==> config.mk <==
export PLATFORM = sky130hd
export DESIGN_NAME = fft_inplace_sched
export DESIGN_NICKNAME = d
export VERILOG_FILES = /design/src/rtl/fft_inplace_sched.sv
export SDC_FILE = /design/constraint.sdc
export NUM_CORES = 1
export LEC_CHECK = 0
export ABC_CLOCK_PERIOD_IN_PS = 3200
export CORE_ASPECT_RATIO = 1.75
export CORE_MARGIN = 10
export CORE_UTILIZATION = 49
export DETAILED_ROUTE_END_ITERATION = 16
export GPL_TIMING_DRIVEN = 0
export HOLD_SLACK_MARGIN = 0.15
export PLACE_DENSITY = 0.87
export SYNTH_ARGS = -nofsm -noshare
export SYNTH_HDL_FRONTEND = slang
export SYNTH_SLANG_ARGS = --single-unit
==> constraint.sdc <==
create_clock -name clk -period 3.2 [get_ports clk]
set_input_delay 0.48 -clock clk [delete_from_list [all_inputs] [get_ports clk]]
set_output_delay 0.48 -clock clk [all_outputs]
set_load 0.05 [all_outputs]
==> src/rtl/fft_inplace_sched.sv <==
// Control sequencer for an in-place radix-2 DIF FFT over two parity-mapped SRAM banks.
// Optional inverse-transform support via `define FFT_IFFT_EN (adds inverse / tw_conj ports).
module fft_inplace_sched #(
    parameter int LOG2N    = 5,
    parameter int PIPE_LAT = 2
) (
    input  logic             clk,
    input  logic             nrst,
    input  logic             start,
    input  logic             valid,
    output logic             busy,
    output logic             input_done,
    output logic             bank_select,
    output logic             swap0_en,
    output logic             swap1_en,
    output logic             we_b0,
    output logic             re_b0,
    output logic             we_b1,
    output logic             re_b1,
    output logic [LOG2N-2:0] raddr_b0,
    output logic [LOG2N-2:0] raddr_b1,
    output logic [LOG2N-2:0] waddr_b0,
    output logic [LOG2N-2:0] waddr_b1,
    output logic [LOG2N-2:0] tw_idx,
    output logic             output_start,
    output logic             done
`ifdef FFT_IFFT_EN
    ,
    input  logic             inverse,
    output logic             tw_conj
`endif
);

    localparam int AW   = LOG2N - 1;
    localparam int N    = 1 << LOG2N;
    localparam int HALF = N / 2;
    localparam int SW   = $clog2(LOG2N + 1);
    localparam int DW   = $clog2(PIPE_LAT + 1);

    typedef enum logic [1:0] {
        ST_IDLE  = 2'd0,
        ST_LOAD  = 2'd1,
        ST_READ  = 2'd2,
        ST_DRAIN = 2'd3
    } state_t;

    function automatic logic parity_f(input logic [LOG2N-1:0] x);
        return ^x;
    endfunction

    state_t            state_r, state_nxt;
    logic [LOG2N-1:0]  cnt_r, cnt_nxt;
    logic [SW-1:0]     stage_r, stage_nxt;
    logic [DW-1:0]     dcnt_r, dcnt_nxt;
    logic              done_r, done_nxt;

    logic [LOG2N-1:0]  h_s, mask_s, o_s, u_s;
    logic [AW-1:0]     la_s, ra0_s, ra1_s, tw_s;
    logic              par_s;
    logic [AW-1:0]     ra0_hold_r, ra1_hold_r, tw_hold_r;
    logic              par_hold_r;
    logic [AW-1:0]     ra0_rs, ra1_rs, tw_rs;
    logic              par_rs;
    logic              rd_s, adv_s, last_s;

    logic [PIPE_LAT-1:0] wv_pipe_r;
    logic [PIPE_LAT-1:0] sw1_pipe_r;
    logic [AW-1:0]       wa0_pipe_r [PIPE_LAT];
    logic [AW-1:0]       wa1_pipe_r [PIPE_LAT];
    logic [AW-1:0]       tw_pipe_r  [PIPE_LAT-1];
    logic                sw0_r;

    // Butterfly address generation: u = (j/h)*2h + (j mod h), l = u + h.
    always_comb begin
        h_s    = LOG2N'(HALF >> stage_r);
        mask_s = h_s - LOG2N'(1);
        o_s    = cnt_r & mask_s;
        u_s    = ((cnt_r & ~mask_s) << 1) | o_s;
        la_s   = u_s[LOG2N-1:1] | h_s[LOG2N-1:1];
        par_s  = parity_f(u_s);
        tw_s   = AW'(o_s << stage_r);
        if (par_s) begin
            ra0_s = la_s;
            ra1_s = u_s[LOG2N-1:1];
        end else begin
            ra0_s = u_s[LOG2N-1:1];
            ra1_s = la_s;
        end
    end

    assign rd_s   = (state_r == ST_READ);
    assign adv_s  = valid && ((state_r == ST_READ) || (state_r == ST_DRAIN));
    assign last_s = (stage_r == SW'(LOG2N - 1));

    // Read-side values hold their last issued butterfly outside READ.
    always_comb begin
        if (rd_s) begin
            ra0_rs = ra0_s;
            ra1_rs = ra1_s;
            tw_rs  = tw_s;
            par_rs = par_s;
        end else begin
            ra0_rs = ra0_hold_r;
            ra1_rs = ra1_hold_r;
            tw_rs  = tw_hold_r;
            par_rs = par_hold_r;
        end
    end

    // Next-state and counter logic.
    always_comb begin
        state_nxt = state_r;
        cnt_nxt   = cnt_r;
        stage_nxt = stage_r;
        dcnt_nxt  = dcnt_r;
        done_nxt  = 1'b0;
        case (state_r)
            ST_IDLE: begin
                if (start) begin
                    state_nxt = ST_LOAD;
                    cnt_nxt   = '0;
                    stage_nxt = '0;
                    dcnt_nxt  = '0;
                end else begin
                    state_nxt = ST_IDLE;
                end
            end
            ST_LOAD: begin
                if (valid) begin
                    if (cnt_r == LOG2N'(N - 1)) begin
                        state_nxt = ST_READ;
                        cnt_nxt   = '0;
                    end else begin
                        cnt_nxt = cnt_r + LOG2N'(1);
                    end
                end else begin
                    state_nxt = ST_LOAD;
                end
            end
            ST_READ: begin
                if (valid) begin
                    if (cnt_r == LOG2N'(HALF - 1)) begin
                        state_nxt = ST_DRAIN;
                        cnt_nxt   = '0;
                        dcnt_nxt  = '0;
                    end else begin
                        cnt_nxt = cnt_r + LOG2N'(1);
                    end
                end else begin
                    state_nxt = ST_READ;
                end
            end
            ST_DRAIN: begin
                if (valid) begin
                    if (dcnt_r == DW'(PIPE_LAT - 1)) begin
                        dcnt_nxt = '0;
                        if (last_s) begin
                            state_nxt = ST_IDLE;
                            done_nxt  = 1'b1;
                        end else begin
                            state_nxt = ST_READ;
                            stage_nxt = stage_r + SW'(1);
                        end
                    end else begin
                        dcnt_nxt = dcnt_r + DW'(1);
                    end
                end else begin
                    state_nxt = ST_DRAIN;
                end
            end
            default: begin
                state_nxt = ST_IDLE;
            end
        endcase
    end

    // State, counters and end-of-frame pulse.
    always_ff @(posedge clk or negedge nrst) begin
        if (!nrst) begin
            state_r <= ST_IDLE;
            cnt_r   <= '0;
            stage_r <= '0;
            dcnt_r  <= '0;
            done_r  <= 1'b0;
        end else begin
            state_r <= state_nxt;
            cnt_r   <= cnt_nxt;
            stage_r <= stage_nxt;
            dcnt_r  <= dcnt_nxt;
            done_r  <= done_nxt;
        end
    end

    // Delay lines from read issue to swap, twiddle and write-back.
    always_ff @(posedge clk or negedge nrst) begin
        if (!nrst) begin
            ra0_hold_r <= '0;
            ra1_hold_r <= '0;
            tw_hold_r  <= '0;
            par_hold_r <= 1'b0;
            sw0_r      <= 1'b0;
            wv_pipe_r  <= '0;
            sw1_pipe_r <= '0;
            for (int i = 0; i < PIPE_LAT; i++) begin
                wa0_pipe_r[i] <= '0;
                wa1_pipe_r[i] <= '0;
            end
            for (int i = 0; i < PIPE_LAT - 1; i++) begin
                tw_pipe_r[i] <= '0;
            end
        end else if (adv_s) begin
            ra0_hold_r    <= ra0_rs;
            ra1_hold_r    <= ra1_rs;
            tw_hold_r     <= tw_rs;
            par_hold_r    <= par_rs;
            sw0_r         <= par_rs;
            wv_pipe_r     <= {wv_pipe_r[PIPE_LAT-2:0], rd_s};
            sw1_pipe_r    <= {sw1_pipe_r[PIPE_LAT-2:0], par_rs};
            wa0_pipe_r[0] <= ra0_rs;
            wa1_pipe_r[0] <= ra1_rs;
            for (int i = 1; i < PIPE_LAT; i++) begin
                wa0_pipe_r[i] <= wa0_pipe_r[i-1];
                wa1_pipe_r[i] <= wa1_pipe_r[i-1];
            end
            tw_pipe_r[0] <= tw_rs;
            for (int i = 1; i < PIPE_LAT - 1; i++) begin
                tw_pipe_r[i] <= tw_pipe_r[i-1];
            end
        end else begin
            sw0_r <= sw0_r;
        end
    end

`ifdef FFT_IFFT_EN
    logic tw_conj_r;

    // Transform direction latched per frame.
    always_ff @(posedge clk or negedge nrst) begin
        if (!nrst) begin
            tw_conj_r <= 1'b0;
        end else if ((state_r == ST_IDLE) && start) begin
            tw_conj_r <= inverse;
        end else if (done_r) begin
            tw_conj_r <= 1'b0;
        end else begin
            tw_conj_r <= tw_conj_r;
        end
    end

    assign tw_conj = tw_conj_r;
`endif

    // Strobes are qualified by valid so a stall never touches the banks.
    always_comb begin
        busy         = (state_r != ST_IDLE);
        input_done   = (state_r == ST_READ) || (state_r == ST_DRAIN);
        bank_select  = 1'b0;
        we_b0        = 1'b0;
        we_b1        = 1'b0;
        re_b0        = valid && rd_s;
        re_b1        = valid && rd_s;
        raddr_b0     = ra0_rs;
        raddr_b1     = ra1_rs;
        waddr_b0     = wa0_pipe_r[PIPE_LAT-1];
        waddr_b1     = wa1_pipe_r[PIPE_LAT-1];
        swap0_en     = sw0_r;
        swap1_en     = sw1_pipe_r[PIPE_LAT-1];
        tw_idx       = tw_pipe_r[PIPE_LAT-2];
        output_start = 1'b0;
        done         = done_r;
        if (state_r == ST_LOAD) begin
            bank_select = parity_f(cnt_r);
            we_b0       = valid && !parity_f(cnt_r);
            we_b1       = valid && parity_f(cnt_r);
            waddr_b0    = cnt_r[LOG2N-1:1];
            waddr_b1    = cnt_r[LOG2N-1:1];
        end else if (input_done) begin
            we_b0        = valid && wv_pipe_r[PIPE_LAT-1] && !last_s;
            we_b1        = valid && wv_pipe_r[PIPE_LAT-1] && !last_s;
            output_start = valid && wv_pipe_r[PIPE_LAT-1] && last_s;
        end else begin
            bank_select = 1'b0;
        end
    end

endmodule

# Yosys cells after proc, flatten, opt, wreduce, memory -nomap -nowiden
# Index checks and enable logic that the tools add are counted.
dict set report word_totals {
  input_bits 4
  register_bits 38
  elab_cells 107
}
dict set report classes {
  reduce_logical 22
  bitwise 5
  eq_ne 17
  shifts 2
  addsub 4
  n_mux 44
}
# operator count
set op_table {}
lappend op_table {{4-bit 2-to-1 mux} 7}
lappend op_table {{5-bit 2-to-1 mux} 5}
lappend op_table {{2-bit 2-to-1 mux} 12}
lappend op_table {{5-bit one-hot mux with 3 select lines} 1}
lappend op_table {{1-bit 2-to-1 mux} 12}
lappend op_table {{3-bit 2-to-1 mux} 4}
lappend op_table {{2-bit inequality test (second input constant)} 5}
lappend op_table {{5-bit AND reduction} 2}
lappend op_table {{5-bit parity} 2}
lappend op_table {{2-bit one-hot mux with 4 select lines} 1}
lappend op_table {{1-bit logical AND} 7}
lappend op_table {{3-bit by 2-bit inequality test with 1-bit output (second input constant)} 2}
lappend op_table {{2-bit one-hot mux with 3 select lines} 1}
lappend op_table {{3-bit one-hot mux with 2 select lines} 1}
lappend op_table {{3-bit nonzero test} 2}
lappend op_table {{5-bit by 1-bit adder with 5-bit output (second input constant)} 1}
lappend op_table {{5-bit AND} 1}
lappend op_table {{5-bit by 4-bit == test with 1-bit output (second input constant)} 1}
lappend op_table {{5-bit == test (second input constant)} 1}
lappend op_table {{5-bit OR} 1}
lappend op_table {{5-bit by 3-bit left shift with 4-bit output} 1}
lappend op_table {{5-bit by 3-bit right shift with 5-bit output (first input constant)} 1}
lappend op_table {{5-bit by 1-bit subtractor with 5-bit output (second input constant)} 1}
lappend op_table {{4-bit AND} 1}
lappend op_table {{other kinds (16)} 21}

# Longest topological paths before layout
dict set report depth {
  depth_word 8
  ltp_mapped 11
  mapped_depth_nobuf 9
}

# Least setup slack after synthesis
# OpenSTA, ideal clock, no wires.
dict set report synth_path {
  path_type {register to output}
  start {register stage_r[2]}
  end {output port raddr_b1[2]}
  required_ns 2.720
  path_slack_ns -0.587
  path_buffers 2
  stages_incl_launch_ff 11
  arrival_ns 3.307
  path_cell_list {dfrtp_1 -> clkbuf_1 -> buf_2 -> inv_1 -> ha_1 -> or2_2 -> a211oi_1 -> a32oi_1 -> or3_1 -> a21bo_2 -> a31oi_1}
}
dict set report synth_via {
  elab_chain_len 8
  word_cells_on_any_way 10
  classes_between {add/sub: 1; shift: 1; mux: 2; bitwise: 5; reduce/logical: 1}
}
# element line
set synth_rtl {}
lappend synth_rtl {{start: declaration} 53} ;# logic [SW-1:0] stage_r, stage_nxt;
lappend synth_rtl {{start signal: assignment} 188} ;# stage_r <= stage_nxt;
lappend synth_rtl {{5-bit by 3-bit right shift with 5-bit output (*)} 75} ;# h_s = LOG2N'(HALF >> stage_r);
lappend synth_rtl {{5-bit by 1-bit subtractor with 5-bit output} 76} ;# mask_s = h_s - LOG2N'(1);
lappend synth_rtl {{4-bit NOT} 78} ;# u_s = ((cnt_r & ~mask_s) << 1) | o_s;
lappend synth_rtl {{4-bit AND} 78}
lappend synth_rtl {{5-bit OR} 78}
lappend synth_rtl {{5-bit parity or 4-bit OR (tied branches)} {48, 79}}
lappend synth_rtl {{4-bit 2-to-1 mux (*)} 82} ;# if (par_s) begin
lappend synth_rtl {{4-bit 2-to-1 mux (*)} 97} ;# if (rd_s) begin
lappend synth_rtl {{end: declaration} 21} ;# output logic [LOG2N-2:0] raddr_b1,
# Mark *: on every way between the ends. The rest lies on a longest branch, timed or not.

# Worst setup path after layout
dict set report layout_path {
  start {register stage_r[0]}
  end {output port raddr_b1[2]}
}
# Same word-level chain as after synthesis.

==> flow_summary.json <==
{
  "outcome": "finished, violations left",
  "violations": "negative setup slack",
  "hold_viol_final": 0,
  "dieWidth_um": 73.4,
  "endpoint_kind": "output port",
  "antenna_cells": 0,
  "globalRouteMet3Util_pct": 5.39,
  "yosysUniqueCellTypes": 46,
  "rows": 34,
  "grt_remaining_overflow": 0,
  "cp_slowest_cell": "or3_4",
  "drc": 0,
  "max_stage_delay_ns": 0.46,
  "io_buffer_count": 34,
  "ios": 35,
  "cts_tree": "yes",
  "path_class": "flip-flop to output port",
  "avgRoutedWirePerCell_um": 23.8,
  "ys_seq_elements": 37,
  "netlist_area_um2": 2440,
  "core_area_um2": 4890,
  "syn_inst": 288,
  "gp_congestion": 0.969,
  "worstMarginPinSlew_ns": 0.876,
  "ctsHoldBuffers": 0,
  "grt_max_degree": 38,
  "ys_warn_count": 0,
  "fin_skew_ns": 0.00466,
  "dr.pass1.iters": 7,
  "wl_um": 10100,
  "grt_usage_pct": 22.8,
  "hold_path.class": "input port to asynchronous set/reset pin",
  "r2r_slack_ns": 0.38,
  "drv_cap": 0,
  "ant_nets": 0,
  "vias": 2830,
  "path_cells": "inv_4 > buf_6 > ha_4 > or2_4 > a211oi_4 > a32oi_4 > or3_4 > a21bo_4 > a31oi_4 > buf_6",
  "timing.final.crit_share_pct": 109,
  "synth_edf_count": 0,
  "num-fill-cells": 287,
  "grt_busiest_layer": "met2",
  "ir_drop_mv": 0.966,
  "final_common_cell": "dfrtp_1",
  "drtIter0Drc": 378,
  "hpwlAfterDp_um": 5110,
  "clk_path_buf_depth": 2,
  "final.setup.worst_slack_ns": -0.294,
  "place_inst": 376,
  "cts_sinks": 37,
  "slew_headroom_pct": 41.6,
  "stdcell_count": 425,
  "die_h_um": 113,
  "clk_pin_slew_ns": 0.07,
  "start_util_pct": 49.9,
  "drive_gt1_share_pct": 34.8,
  "r2r_end": "wa1_pipe_r[6]",
  "report.final.slew_viol_count": 0,
  "met2_usage_pct": 39.7,
  "p_leak_nw": 1.65,
  "cp_common_cell": "buf_6",
  "fmax_mhz": 286,
  "ys_seq_area_share_pct": 37.9,
  "post-route-min-period_ns": 3.49,
  "crit_fanout": 4,
  "grt_pass1_vias": 2765,
  "root_buffer": "clkbuf_8",
  "area_delta_synth_final_pct": 54.2,
  "cts_buffers": 5,
  "htree_levels": 2,
  "startpoint_type": "flip-flop",
  "r2r_start": "stage_r[0]",
  "rsz0062_at_grt": "yes",
  "critPathArrivalTime_ns": 3.01,
  "setup_violations": 8,
  "grt_antenna_before_repair": 0,
  "final_util_pct": 77.0,
  "yosys_most_used_dff": "dfrtp_1",
  "grt_pass1_wl_um": 14900,
  "synth_area_per_cell_um2": 8.48,
  "p_per_area_nw_per_um2": 1010,
  "ff2ff_path_depth": 11,
  "clk_latency_ns": 0.30,
  "nets": 389,
  "die-area_um2": 8320,
  "cp.required_ns": 2.72,
  "synth_nets": 307,
  "use_met1_pct": 23.7,
  "async_reset_ff_share_pct": 100,
  "routed_via_density": 6.66,
  "mostFrequentLayoutCells": "dfrtp_1 (35), buf_4 (34), nor2_1 (30), o21ai_0 (27), nand2_1 (25)"
}
==> cell usage after synthesis, types with 2 or more instances <==
cell | instances | share of area [%]
buf_2 | 2 | 0.41
nor3b_1 | 3 | 0.92
nand4_1 | 2 | 0.51
xnor2_1 | 3 | 1.1
a22o_1 | 2 | 0.72
nand2_1 | 26 | 4.0
dfrtp_1 | 37 | 38
a21oi_1 | 5 | 1.0
or3_1 | 3 | 0.77
o21a_1 | 2 | 0.61
mux2i_1 | 2 | 0.82
a21bo_2 | 2 | 0.82
nor2b_1 | 5 | 1.3
ha_1 | 15 | 7.7
nand3_1 | 10 | 2.0
o22ai_1 | 9 | 2.3
nor4_1 | 2 | 0.51
a211oi_1 | 5 | 1.5
xor2_1 | 3 | 1.1
o21ai_0 | 30 | 6.1
nor2_1 | 31 | 4.8
nand3b_1 | 2 | 0.61
inv_1 | 24 | 3.7
and3_1 | 2 | 0.51
nor3_1 | 6 | 1.2
clkbuf_1 | 12 | 1.8
a31oi_1 | 13 | 3.3
mux2_2 | 12 | 5.5
==> through the flow <==
stage / TNS, ns / setup WS, ns / power (W) / instance area (um^2) / hold slack, ns
final: -1.64 / -0.294 / 0.00379 / 3770 / 0.290
after global routing: -2.12 / -0.337 / 0.00396 / 3770 / 0.337
after CTS: -0.700 / -0.191 / 0.00356 / 3660 / 0.309
after detailed placement: -7.78 / -1.09 / 0.00301 / 2980 / 0.472
after global placement: -6.79 / -0.975 / 0.00294 / 2980 / 0.461
after floorplan: -0.0361 / -0.0228 / 0.00237 / 2570 / 0.184
==> cells by family after synthesis <==
logic type      Yosys count  synth area share (%)
flops                    37                  37.9
compound gates           75                  19.6
xor+xnor                  6                  2.15
mux                      14                  6.35
buf+inv                  41                  6.56
fa+ha+maj                15                  7.68
simple gates            100                  19.8
==> flip-flops by register name (all words and copies together) (netlist names) <==
name	flops
stage_r	3
sw1_pipe_r	2
wa1_pipe_r	8
wv_pipe_r	2
state_r	2
tw_idx	4
dcnt_r	2
done	1
wa0_pipe_r	8
cnt_r	5
==> repair_timing <==
item                                    4_1_cts  5_1_grt
endpoints found under the setup margin       21       20
resized for setup                           131       17
pin swaps                                    25       16
setup buffers                                38        7
==> worst max-delay path by stage <==
stage | start | endpoint | slack, ns | depth (start not counted)
floorplan | stage_r[2] | raddr_b1[1] | -0.02 | 11
global placement | stage_r[2] | raddr_b1[1] | -0.97 | 12
detailed placement | stage_r[2] | raddr_b1[1] | -1.09 | 12
CTS | stage_r[1] | raddr_b0[3] | -0.19 | 10
global route | stage_r[2] | raddr_b1[2] | -0.34 | 12
finish | stage_r[0] | raddr_b1[2] | -0.29 | 10
==> worst max-delay path, delay by kind of cell, from the launching register on <==
family,cells,cell delay (ns)
flip-flops,1,0.44
AO/OA/AOI/OAI,4,0.97
buffers and inverters,3,0.38
adder cells (fa/ha/maj),1,0.19
AND/OR/NAND/NOR,2,0.74
==> metal layers <==
metal	routed length [um]	share of wire, %
met1	3410	34
met2	5130	51
met3	813	8.1
met4	747	7.4
met5	0	0
==> area by class of cell <==
type,instances,area [um^2],share of cell area [%]
plain buffers,14,86.3,2.29
clock buffers,6,72.6,1.93
clock inverters,2,10.0,0.266
inverters,25,104,2.76
multi-input cells,210,1790,47.5
flip-flops and latches,37,928,24.7
well taps,54,67.6,1.79
repair buffers,77,707,18.8
==> power breakdown <==
part / leakage (nW) / internal (W) / switching [W] / total (W)
logic: 1.13 / 0.000957 / 0.00172 / 0.00268
clock network: 0.0450 / 0.000151 / 0.000181 / 0.000332
registers: 0.476 / 0.000635 / 0.000143 / 0.000777
total: 1.65 / 0.00174 / 0.00205 / 0.00379
Power figures use the tool's default switching activity.
